File: config.mk
export PLATFORM = sky130hd
export DESIGN_NAME = evm_ballot_controller
export DESIGN_NICKNAME = d
export VERILOG_FILES = /design/src/rtl/evm_ballot_controller.sv
export SDC_FILE = /design/constraint.sdc
export NUM_CORES = 1
export LEC_CHECK = 0
export CAP_MARGIN = 20
export CORE_MARGIN = 5
export CORE_UTILIZATION = 59
export CTS_BUF_LIST = sky130_fd_sc_hd__clkbuf_8
export DETAILED_ROUTE_END_ITERATION = 16
export PLACE_DENSITY = 0.92
export SYNTH_ARGS = -nofsm -noshare
export SYNTH_HDL_FRONTEND = slang
export SYNTH_SLANG_ARGS = --single-unit
File: constraint.sdc
create_clock -name clk -period 5.2 [get_ports clk]
set_clock_uncertainty 0.15 [all_clocks]
set_input_delay 1.3 -clock clk [delete_from_list [all_inputs] [get_ports clk]]
set_output_delay 1.3 -clock clk [all_outputs]
set_load 0.05 [all_outputs]
File: src/rtl/evm_ballot_controller.sv
// EVM session controller: round-robin booth arbiter, one-vote-per-voter tally store and sequential winner scan.
// Define EVM_REJECT_CODE_EN to add booth_reject_code (01 duplicate voter, 10 invalid candidate, 11 polls closed).
module evm_ballot_controller #(
  parameter int NUM_BOOTHS = 2,
  parameter int VOTER_W    = 4,
  parameter int CAND_W     = 4,
  parameter int NUM_CAND   = 4,
  parameter int CNT_W      = 8
) (
  input  logic                          clk,
  input  logic                          rst_n,
  input  logic                          open_polls,
  input  logic                          close_polls,
  input  logic [NUM_BOOTHS-1:0]         booth_req,
  input  logic [NUM_BOOTHS*VOTER_W-1:0] booth_voter_id,
  input  logic [NUM_BOOTHS*CAND_W-1:0]  booth_candidate,
  output logic [NUM_BOOTHS-1:0]         booth_ack,
  output logic [NUM_BOOTHS-1:0]         booth_reject,
  output logic                          polls_open,
  output logic                          result_valid,
  output logic [CAND_W-1:0]             winner,
  output logic [CNT_W-1:0]              winner_votes,
  output logic                          tie,
  output logic [CNT_W-1:0]              total_votes
`ifdef EVM_REJECT_CODE_EN
  ,
  output logic [2*NUM_BOOTHS-1:0]       booth_reject_code
`endif
);

  localparam int PTR_W      = (NUM_BOOTHS > 1) ? $clog2(NUM_BOOTHS) : 1;
  localparam int NUM_VOTERS = 2 ** VOTER_W;
  localparam logic [PTR_W-1:0]  LAST_BOOTH = PTR_W'(NUM_BOOTHS - 1);
  localparam logic [CAND_W-1:0] LAST_CAND  = CAND_W'(NUM_CAND - 1);
  localparam logic [CAND_W:0]   CAND_LIMIT = (CAND_W + 1)'(NUM_CAND);

  typedef enum logic [1:0] {
    S_IDLE,
    S_OPEN,
    S_TALLY,
    S_DONE
  } state_e;

  state_e                  state_q, state_d;
  logic [PTR_W-1:0]        ptr_q, ptr_d;
  logic [NUM_BOOTHS-1:0]   mask_q, mask_d;
  logic [NUM_BOOTHS-1:0]   ack_q, ack_d;
  logic [NUM_BOOTHS-1:0]   rej_q, rej_d;
  logic [NUM_VOTERS-1:0]   voted_q, voted_d;
  logic [CNT_W-1:0]        tally_q [NUM_CAND];
  logic [CNT_W-1:0]        tally_d [NUM_CAND];
  logic [CNT_W-1:0]        total_q, total_d;
  logic [CAND_W-1:0]       scan_q, scan_d;
  logic [CAND_W-1:0]       winner_q, winner_d;
  logic [CNT_W-1:0]        win_votes_q, win_votes_d;
  logic                    tie_q, tie_d;
  logic                    polls_open_q, polls_open_d;
  logic                    valid_q, valid_d;
`ifdef EVM_REJECT_CODE_EN
  logic [2*NUM_BOOTHS-1:0] code_q, code_d;
`endif

  logic [NUM_BOOTHS-1:0]   elig;
  logic                    hi_hit, lo_hit, gnt_vld;
  logic [PTR_W-1:0]        hi_idx, lo_idx, gnt_idx;
  logic [NUM_BOOTHS-1:0]   gnt_oh;
  logic [VOTER_W-1:0]      sel_voter;
  logic [CAND_W-1:0]       sel_cand;
  logic                    is_open, cand_ok, dup, accept, reject;
  logic [CNT_W-1:0]        scan_val;

  // NOTE: every always_comb output gets a default before any branch, so no path can infer a latch.
  always_comb begin
    // Round robin: prefer the lowest eligible booth at or above ptr_q, else wrap to the lowest overall.
    elig   = booth_req & ~mask_q;
    hi_hit = 1'b0;
    lo_hit = 1'b0;
    hi_idx = '0;
    lo_idx = '0;
    for (int j = NUM_BOOTHS - 1; j >= 0; j--) begin
      if (elig[j]) begin
        lo_hit = 1'b1;
        lo_idx = PTR_W'(j);
        if (PTR_W'(j) >= ptr_q) begin
          hi_hit = 1'b1;
          hi_idx = PTR_W'(j);
        end
      end
    end
    gnt_vld = lo_hit;
    gnt_idx = hi_hit ? hi_idx : lo_idx;

    gnt_oh    = '0;
    sel_voter = '0;
    sel_cand  = '0;
    for (int j = 0; j < NUM_BOOTHS; j++) begin
      if (gnt_vld && (gnt_idx == PTR_W'(j))) begin
        gnt_oh[j] = 1'b1;
        sel_voter = booth_voter_id[j*VOTER_W +: VOTER_W];
        sel_cand  = booth_candidate[j*CAND_W +: CAND_W];
      end
    end

    is_open = (state_q == S_OPEN) && !close_polls;
    cand_ok = {1'b0, sel_cand} < CAND_LIMIT;
    dup     = voted_q[sel_voter];
    accept  = gnt_vld && is_open && cand_ok && !dup;
    reject  = gnt_vld && !accept;

    ack_d  = accept ? gnt_oh : '0;
    rej_d  = reject ? gnt_oh : '0;
    mask_d = gnt_oh;
    ptr_d  = ptr_q;
    if (gnt_vld) begin
      ptr_d = (gnt_idx == LAST_BOOTH) ? '0 : gnt_idx + PTR_W'(1);
    end

`ifdef EVM_REJECT_CODE_EN
    code_d = '0;
    for (int j = 0; j < NUM_BOOTHS; j++) begin
      if (reject && gnt_oh[j]) begin
        code_d[2*j +: 2] = !is_open ? 2'b11 : (!cand_ok ? 2'b10 : 2'b01);
      end
    end
`endif

    scan_val = '0;
    for (int c = 0; c < NUM_CAND; c++) begin
      if (CAND_W'(c) == scan_q) scan_val = tally_q[c];
    end

    state_d     = state_q;
    voted_d     = voted_q;
    tally_d     = tally_q;
    total_d     = total_q;
    scan_d      = scan_q;
    winner_d    = winner_q;
    win_votes_d = win_votes_q;
    tie_d       = tie_q;

    unique case (state_q)
      S_IDLE, S_DONE: begin
        if (open_polls) begin
          state_d     = S_OPEN;
          voted_d     = '0;
          tally_d     = '{default: '0};
          total_d     = '0;
          winner_d    = '0;
          win_votes_d = '0;
          tie_d       = 1'b0;
        end
      end
      S_OPEN: begin
        if (close_polls) begin
          state_d = S_TALLY;
          scan_d  = '0;
        end
      end
      S_TALLY: begin
        if (scan_q == '0) begin
          winner_d    = '0;
          win_votes_d = scan_val;
          tie_d       = 1'b0;
        end else if (scan_val > win_votes_q) begin
          winner_d    = scan_q;
          win_votes_d = scan_val;
          tie_d       = 1'b0;
        end else if (scan_val == win_votes_q) begin
          tie_d = 1'b1;
        end
        if (scan_q == LAST_CAND) state_d = S_DONE;
        else                     scan_d  = scan_q + CAND_W'(1);
      end
      default: state_d = S_IDLE;
    endcase

    // Votes are only accepted in OPEN, where no session clear can be pending.
    if (accept) begin
      voted_d[sel_voter] = 1'b1;
      for (int c = 0; c < NUM_CAND; c++) begin
        if ((CAND_W'(c) == sel_cand) && (tally_q[c] != '1)) tally_d[c] = tally_q[c] + CNT_W'(1);
      end
      if (total_q != '1) total_d = total_q + CNT_W'(1);
    end

    polls_open_d = (state_d == S_OPEN);
    valid_d      = (state_d == S_DONE);
  end

  // NOTE: sequential state uses non-blocking assignments only, so every flop samples pre-edge values.
  always_ff @(posedge clk or negedge rst_n) begin
    if (!rst_n) begin
      state_q      <= S_IDLE;
      ptr_q        <= '0;
      mask_q       <= '0;
      ack_q        <= '0;
      rej_q        <= '0;
      // NOTE: tallies and the voted bitmap are plain flops, so they can be (and must be) cleared by reset.
      voted_q      <= '0;
      tally_q      <= '{default: '0};
      total_q      <= '0;
      scan_q       <= '0;
      winner_q     <= '0;
      win_votes_q  <= '0;
      tie_q        <= 1'b0;
      polls_open_q <= 1'b0;
      valid_q      <= 1'b0;
`ifdef EVM_REJECT_CODE_EN
      code_q       <= '0;
`endif
    end else begin
      state_q      <= state_d;
      ptr_q        <= ptr_d;
      mask_q       <= mask_d;
      ack_q        <= ack_d;
      rej_q        <= rej_d;
      voted_q      <= voted_d;
      tally_q      <= tally_d;
      total_q      <= total_d;
      scan_q       <= scan_d;
      winner_q     <= winner_d;
      win_votes_q  <= win_votes_d;
      tie_q        <= tie_d;
      polls_open_q <= polls_open_d;
      valid_q      <= valid_d;
`ifdef EVM_REJECT_CODE_EN
      code_q       <= code_d;
`endif
    end
  end

  assign booth_ack    = ack_q;
  assign booth_reject = rej_q;
  assign polls_open   = polls_open_q;
  assign result_valid = valid_q;
  assign winner       = winner_q;
  assign winner_votes = win_votes_q;
  assign tie          = tie_q;
  assign total_votes  = total_q;
`ifdef EVM_REJECT_CODE_EN
  assign booth_reject_code = code_q;
`endif

endmodule
Word-level counts from Yosys, hierarchy flattened:

Cells that the tools add are included.
Widths: inputs -> output; s select.

* register bits after elaboration: 84
* input port bits: 22
* output and inout port bits: 27

* $add $sub $neg: 7
* magnitude comparators: 6
* eq/ne operators: 23
* mux-type cells: 61
* bitwise logic cells: 4
* reduce and logical (&&, ||, !) cells: 24

Operator list (count)
* $mux 8: 15
* $mux 32: 3
* $mux 16: 3
* $add 8x1->8 const B: 5
* $ne 8x8->1 const B: 5
* $mux 4: 9
* $mux 1: 19
* $eq 2x4->1 const A: 4
* $or 16x16->16: 1
* $pmux 4 s2: 2
* $pmux 8 s2: 1
* $logic_and 1x1->1: 12
* $mux 2: 5
* $reduce_and 3->1: 3
* $eq 1x4->1 const A: 2
* $eq 8x8->1: 1
* $gt 8x8->1: 1
* $logic_not 4->1: 2
* $eq 2x2->1 const B: 3
* $ne 2x2->1 const B: 3
* $pmux 2 s3: 1
* $lt 4x5->1 const B: 1
* $add 4x1->4 const B: 1
* $bmux 1 s4: 1
* 17 further kinds: 22

Depth between registers and ports, before layout:

Gate-level depths: netlist (run 1).

* word-level depth: 17
* gate-level depth with buffers: 20

Worst setup path after synthesis (run 1):

OpenSTA, ideal clock, no wires.

* kind: input to register
* from: in booth_req[0]
* to: reg tally_q[28] (netlist bit)
* setup time: 0.120 ns
* data arrival time: 4.249 ns
* setup slack: 0.681 ns
* stages: 10
* path through: or3b_1 -> buf_6 -> and3_1 -> nor2_1 -> mux4_2 -> a221o_1 -> or4_4 -> buf_6 -> buf_4 -> a31o_1

RTL lines
* from (decl): line 14 `input logic [NUM_BOOTHS-1:0] booth_req,`
* to (signal assigned): line 218 `tally_q <= tally_d;`
* to (decl): line 50 `logic [CNT_W-1:0] tally_q [NUM_CAND];`

==> summary.txt, run 1 <==
Place
  • Placement Cell Area: about 5400 um^2
  • PortBufs: 48
  • Post-DP HPWL: 8290 um
  • Placer Congestion: 0.934
  • Setup WS pre-CTS: between 0.15 and 0.2 ns

Synth
  • Synthesis-stage register bit count: 84
  • Ys async rst share: 1.00
  • Post-Syn Nets: between 500 and 600
  • EDFF count, synth: 0
  • Synth Warn #: 0
  • Ys flop type: dfrtp_1
  • Post-Syn Area: roughly 4900 um^2
  • Post-synthesis sequential area ratio: 0.431
  • Post-synthesis cell count: 529
  • Synth Area per Inst: 9.21 um^2
  • Distinct cell type count after synthesis: 58

Global routing
  • Initial antenna violation count: 0
  • Total gr overflow: 0
  • Vias in the first global route: 4164
  • Largest net degree at the start of global routing: 85
  • GRT Total Usage: 0.242
  • First-pass GRT wire length: 19800 um

Power and ir drop
  • NetSw: 0.000917 W
  • Register share of total power: 0.336
  • Power share of the clock group: 0.224
  • Switching Fraction: 0.399
  • Peak VDD IR: about 210 uV
  • P_int: 0.00138 W
  • Cell Pwr Density: 404 nW/um^2
  • Logic pwr share: 0.441
  • Leakage: between 2 and 3 nW

Timing
  • Fmax: ~210 MHz
  • Worst-Margin Slew: 0.909 ns
  • Setup TNS: 0 ns
  • Max-slew violations: 0
  • Fin worst setup slack: 0.517 ns
  • Min Hold Slack: ~0.35 ns
  • Final setup fails: 0
  • Post-layout min period: 4.68 ns
  • Unrepaired setup endpoints after global routing: false
  • Final hold vios: 0
  • Rel. slew slack: 0.392
  • Period utilization: 0.901

Detailed routing
  • Via density: 6.37
  • Routed wl met3: 873 um
  • Drt drc: 0
  • DR WL/cell: roughly 18 um
  • Post-Route WL: 12000 um
  • Max Used Layer: met4
  • Iter 0 DRT Violations: between 300 and 400
  • WL met1: 5070 um
  • Met2 WL: 5830 um
  • 1st-pass router iterations: 5
  • ANT nets after route: 0
  • Via count: 4361

Critical path
  • Crit path required time: between 5 and 6 ns
  • Worst Setup End Kind: flop
  • Setup CP Type: primary input to flop
  • Crit path DAT: a little under 5 ns
  • Startpoint Class: primary input
  • Critical path fanouts, max: 17

Floorplan
  • Initial core utilization: 0.599
  • DIE AREA: around 10000 um^2
  • # rows: 33
  • Top-level I/O count: 49
  • Die height: approximately 100 um
  • Core area: 8130 um^2
  • DIE WIDTH: 101 um

CTS
  • # Post-CTS Setup Buffers: 0
  • CTS resizes: 0
  • TritonCTS buffer count: 9
  • Clock transition at path regs: 0.09 ns
  • Clk root buf: clkbuf_8
  • # clock sinks: 84
  • CTS tree: done
  • Clk_lat worst skew: 0.36 ns
  • Max H-tree Level: 3
  • Maximum buffer depth of the clock tree: 2
  • # hold bufs at CTS: 0

Final layout
  • Post-route cell area: 5690 um^2
  • Layout cell share with drive strength beyond 1: 0.0707
  • Diodes inserted: 0
  • Post-Route Utilization: 0.699
  • Layout Nets: 616
  • Area grow syn2layout: 16.7%

Status
  • Status: completed

Hold path
  • Hold WC Path Type: flop to flop

Job
  • Max Cap Violations: 0
power by group through the flow:
stage	Combinational (W)	Clock [W]	Sequential, W
6_report	0.00101	0.000513	0.000770
5_1_grt	0.00110	0.000544	0.000778
4_1_cts	0.00100	0.000515	0.000768
3_5_place_dp	0.000992	0	0.000780
3_3_place_gp	0.000953	0	0.000776
2_1_floorplan	0.000654	0	0.000850
synthesized netlist by cell type, types with 3 or more instances:
| cell type | instances | area [um^2] |
|---|---|---|
| nor2_1 | 28 | 105 |
| a221oi_1 | 10 | 87.6 |
| nand2_1 | 47 | 176 |
| a21oi_1 | 21 | 105 |
| a211o_1 | 6 | 52.6 |
| clkbuf_1 | 19 | 71.3 |
| buf_6 | 3 | 33.8 |
| a22oi_1 | 3 | 22.5 |
| a32o_1 | 3 | 30.0 |
| or3_1 | 4 | 25.0 |
| and2_1 | 6 | 37.5 |
| dfrtp_1 | 84 | 2100 |
| nand2b_1 | 4 | 25.0 |
| a31oi_1 | 8 | 50.1 |
| a21o_1 | 8 | 60.1 |
| and3_1 | 15 | 93.8 |
| o21ai_0 | 39 | 195 |
| inv_1 | 31 | 116 |
| nand4_1 | 3 | 18.8 |
| a22o_1 | 18 | 158 |
| nand3_1 | 35 | 175 |
| nor2b_1 | 15 | 93.8 |
| nor3_1 | 29 | 145 |
| mux2i_1 | 15 | 150 |
| ha_1 | 19 | 238 |
| nor3b_1 | 11 | 82.6 |
| mux2_2 | 4 | 45.0 |
| a21bo_2 | 3 | 30.0 |
flip-flops by register name, indices dropped and copies added (netlist names):
register and flops:
polls_open 1, voted_q 16, total_votes 8, winner_votes 8
ptr_q 1, state_q 2, winner 4, mask_q 2
tally_q 32, result_valid 1, booth_reject 2, scan_q 4
tie 1, booth_ack 2
layer usage:
layer	up-vias	global-route usage
met4	0	0.0663
met3	26	0.0498
met1	2117	0.323
met5	-	0
met2	201	0.402
li1	2017	-
layout by cell type, fill, tap and decap left out, types with 3 or more instances in the layout:
| cell | instances |
|---|---|
| nor3b_1 | 11 |
| nor3_1 | 29 |
| buf_4 | 11 |
| clkbuf_8 | 10 |
| nand2_1 | 47 |
| mux2_2 | 4 |
| and3_1 | 15 |
| a21o_1 | 8 |
| nand4_1 | 3 |
| a22o_1 | 18 |
| clkdlybuf4s50_1 | 47 |
| or3_1 | 4 |
| mux2i_1 | 15 |
| o21ai_0 | 39 |
| nand3_1 | 35 |
| a211o_1 | 6 |
| dfrtp_1 | 84 |
| a31oi_1 | 8 |
| a21oi_1 | 21 |
| nand2b_1 | 4 |
| a32o_1 | 3 |
| nor2_1 | 28 |
| and2_1 | 6 |
| nor2b_1 | 15 |
| a22oi_1 | 3 |
| inv_1 | 33 |
| a221oi_1 | 10 |
| a21bo_2 | 3 |
| ha_1 | 19 |
cells by family after synthesis:
logic type,Yosys count,share of synthesized area
and+or+nand+nor,207,0.217
AOI/OAI and AO/OA,138,0.195
DFF,84,0.431
buffers and inverters,55,0.0480
muxes,22,0.0524
adders and majority gates,19,0.0488
xor gates and xnor gates,4,0.00719
per-stage QoR:
step / instances / total power (W)
6_report: 685 / 0.00229
4_1_cts: 684 / 0.00228
3_5_place_dp: 668 / 0.00177
3_3_place_gp: 668 / 0.00173
2_1_floorplan: 529 / 0.00150
5_1_grt: 685 / 0.00243
final cells by class:
type                    instances  area, um^2
clock inverters                 6        80.1
inverters                      31         116
fillers                       603        2450
clock buffers                  10         138
multi-input cells             390        2540
well taps                     105         131
flip-flops and latches         84        2100
repair buffers                 59         581
final timing paths:
path	from	endpoint	slack (ns)	cells past startpoint
setup / recovery	booth_req[0]	tally_q[30]	0.52	10
hold / removal	winner[2]	winner[2]	0.35	1
setup reg to reg	scan_q[1]	winner_votes[6]	0.72	17
hold reg to reg	winner[2]	winner[2]	0.35	1
max in group asynchronous	rst_n	voted_q[6]	3.63	2
min in group asynchronous	rst_n	winner_votes[1]	0.68	1
worst max-delay path: stages:
cell and delay (ns):
clkdlybuf4s50_1 0.51, or3b_1 0.49, and3_1 0.24, nor2_1 0.20
buf_4 0.19, mux4_2 0.32, a221o_1 0.45, or4_4 0.67
or3_1 0.36, o211ai_2 0.08
No activity file was read; power rests on OpenSTA's default activity.
==> run 2, diff against run 1 <==
--- a/constraint.sdc
+++ b/constraint.sdc
@@ -4,2 +4,2 @@
 set_output_delay 1.3 -clock clk [all_outputs]
-set_load 0.05 [all_outputs]
+set_load 0.005 [all_outputs]
==> results of run 2 <==
The final DEF is identical to that of run 1. Status: completed.
Among the figures that moved: total power 0.00229 W -> 0.00221 W
==> run 3, diff against run 2 <==
Settings changed: CAP_MARGIN 20 to 0, CELL_PAD_IN_SITES_DETAIL_PLACEMENT set to 0, CELL_PAD_IN_SITES_GLOBAL_PLACEMENT set to 1, CORE_UTILIZATION 59 to 46, PLACE_DENSITY 0.92 to 0.8.
==> run 3 against run 2 <==
- first-iteration DRC count fell by 21%
- largest power group unchanged
- register-to-register slack improved by 0.39 ns
- clock-buffer cell count grew 1
- clock power shrank 4.5%
- critical path depth fell by 1
- largest cell class unchanged
==> summary.txt, run 3 (synthesis results as in run 1) <==
CTS
  • Maximum buffer depth of the clock tree: 2 (unchanged)
  • # clock sinks: 84 (unchanged)
  • # Post-CTS Setup Buffers: 0 (unchanged)
  • Clk root buf: clkbuf_8 (unchanged)
  • Clock transition at path regs: 0.09 ns (about the same)
  • TritonCTS buffer count: 9 (unchanged)
  • Clk_lat worst skew: 0.38 ns (was 0.36 ns)
  • CTS resizes: 0 (unchanged)
  • Max H-tree Level: 3 (unchanged)
  • CTS tree: done (unchanged)
  • # hold bufs at CTS: 0 (unchanged)

Floorplan
  • DIE WIDTH: 113 um (was 101 um)
  • Top-level I/O count: 49 (unchanged)
  • DIE AREA: 12800 um^2 (was 10200 um^2)
  • Initial core utilization: 0.472 (was 0.599)
  • Die height: 113 um (was 101 um)
  • # rows: 37 (was 33)
  • Core area: 10300 um^2 (was 8130 um^2)

Place
  • DP Cell Count: 703 (was 668)
  • PortBufs: 48 (unchanged)
  • Post-DP HPWL: 8330 um (was 8290 um)
  • Placer Congestion: 0.872 (was 0.934)
  • Setup WS pre-CTS: 0.202 ns (was 0.192 ns)

Final layout
  • Fillers: 926 (was 603)
  • Post-route insts no fill: 719 (was 685)
  • Most flops, register: tally_q (unchanged)
  • Layout cell share with drive strength beyond 1: 0.0772 (was 0.0707)
  • Diodes inserted: 0 (unchanged)
  • Regs by FF count: tally_q x32, voted_q x16 (unchanged)
  • Most common cell after layout, fill and taps aside: dfrtp_1 (unchanged)
  • Most frequent cells in the layout: 84 x dfrtp_1, 47 x nand2_1, 47 x clkdlybuf4s50_1 (unchanged)
  • Max reg flops: 32 (unchanged)
  • Layout Nets: 619 (was 616)
  • Area grow syn2layout: 17.2% (was 16.7%)

Power and ir drop
  • Leakage: 2.63 nW (was 2.64 nW)
  • Switching Fraction: 0.387 (was 0.377)
  • Peak VDD IR: 216 uV (was 207 uV)
  • Register share of total power: 0.350 (was 0.348)
  • P_int: 0.00135 W (was 0.00138 W)
  • Logic pwr share: 0.428 (was 0.420)
  • Cell Pwr Density: 386 nW/um^2 (was 389 nW/um^2)
  • NetSw: 0.000855 W (was 0.000835 W)
  • Power share of the clock group: 0.222 (was 0.232)

Detailed routing
  • Iter 0 DRT Violations: 302 (was 382)
  • ANT nets after route: 0 (unchanged)
  • Post-Route WL: 11800 um (was 12000 um)
  • Via count: 4145 (was 4361)
  • Via density: 5.76 (was 6.37)
  • Drt drc: 0 (unchanged)
  • 1st-pass router iterations: 5 (unchanged)
  • DR WL/cell: 16.4 um (was 17.5 um)

Global routing
  • Total gr overflow: 0 (unchanged)
  • Largest net degree at the start of global routing: 85 (unchanged)
  • Vias in the first global route: 3968 (was 4164)
  • Initial antenna violation count: 0 (unchanged)
  • GRT Total Usage: 0.190 (was 0.242)
  • First-pass GRT wire length: 19600 um (was 19800 um)

Timing
  • Final setup fails: 0 (unchanged)
  • Fin worst setup slack: 0.553 ns (was 0.517 ns)
  • Setup TNS: 0 ns (unchanged)
  • Period utilization: 0.894 (was 0.901)
  • Max-slew violations: 0 (unchanged)
  • Unrepaired setup endpoints after global routing: false (unchanged)
  • Final hold vios: 0 (unchanged)
  • Post-layout min period: 4.65 ns (was 4.68 ns)
  • Worst-Margin Slew: 1.07 ns (was 0.909 ns)
  • Fmax: 215 MHz (was 214 MHz)
  • Rel. slew slack: 0.288 (was 0.392)
  • Min Hold Slack: 0.342 ns (was 0.353 ns)

Critical path
  • Crit path required time: 5.36 ns (was 5.34 ns)
  • Startpoint Class: primary input (unchanged)
  • Worst Setup End Kind: flop (unchanged)
  • Critical path fanouts, max: 17 (unchanged)
  • Crit path DAT: 4.80 ns (was 4.82 ns)
  • Setup CP Type: primary input to flop (unchanged)

Status
  • Status: completed (unchanged)

Job
  • Max Cap Violations: 0 (unchanged)

Hold path
  • Hold WC Path Type: flop to flop (unchanged)
run 3: cell count changes in the layout (fill, tap and decap cells not counted), sizes merged:
cell and delta:
buf +3, bufinv -1, clkbuf +1, clkinv +1, inv -1
run 3: worst max-delay path, stage by stage:
cell,delay [ns]
clkdlybuf4s50_1,0.50
or3b_1,0.37
and3_1,0.21
nor2_1,0.35
mux4_2,0.57
a221o_1,0.40
or4_4,0.67
or3_1,0.36
o211ai_2,0.07
run 3: area by class of cell:
cell class | instances | area, um^2 | area share
sequential | 84 | 2100 | 0.368
multi-input combinational | 390 | 2540 | 0.444
inverter | 31 | 116 | 0.0204
tap | 136 | 170 | 0.0298
clock buffer | 11 | 151 | 0.0265
clock inverter | 5 | 51.3 | 0.00898
timing repair buffer | 62 | 583 | 0.102
run 3: power groups by stage:
stage | registers (W) | logic, W | clock network (W)
finish | 0.000772 | 0.000943 | 0.000490
global route | 0.000784 | 0.00106 | 0.000532
CTS | 0.000771 | 0.000947 | 0.000501
detailed placement | 0.000784 | 0.000941 | 0
global placement | 0.000783 | 0.000936 | 0
floorplan | 0.000770 | 0.000654 | 0
run 3: worst paths after layout:
path	startpoint	to	slack, ns	depth (start not counted)
min in group asynchronous	rst_n	tally_q[16]	0.96	1
hold reg to reg	winner[3]	winner[3]	0.34	1
setup / recovery	booth_req[0]	tally_q[30]	0.55	9
setup reg to reg	scan_q[1]	winner_votes[3]	1.11	18
max in group asynchronous	rst_n	state_q[0]	3.24	1
hold / removal	winner[3]	winner[3]	0.34	1
run 3: per-stage QoR:
step	power, W	instance area, um^2	util
floorplan	0.00142	4870	-
global placement	0.00172	5510	0.534
detailed placement	0.00172	5510	0.534
CTS	0.00222	5710	0.553
global route	0.00237	5710	0.553
finish	0.00221	5710	0.553
run 3: layer usage:
metal | routed length (um) | track usage | up-vias
met3 | 638 | 0.0332 | 16
met4 | 230 | 0.0729 | 0
met1 | 5510 | 0.267 | 1985
met2 | 5400 | 0.294 | 122
li1 | - | - | 2022
met5 | 0 | 0 | -
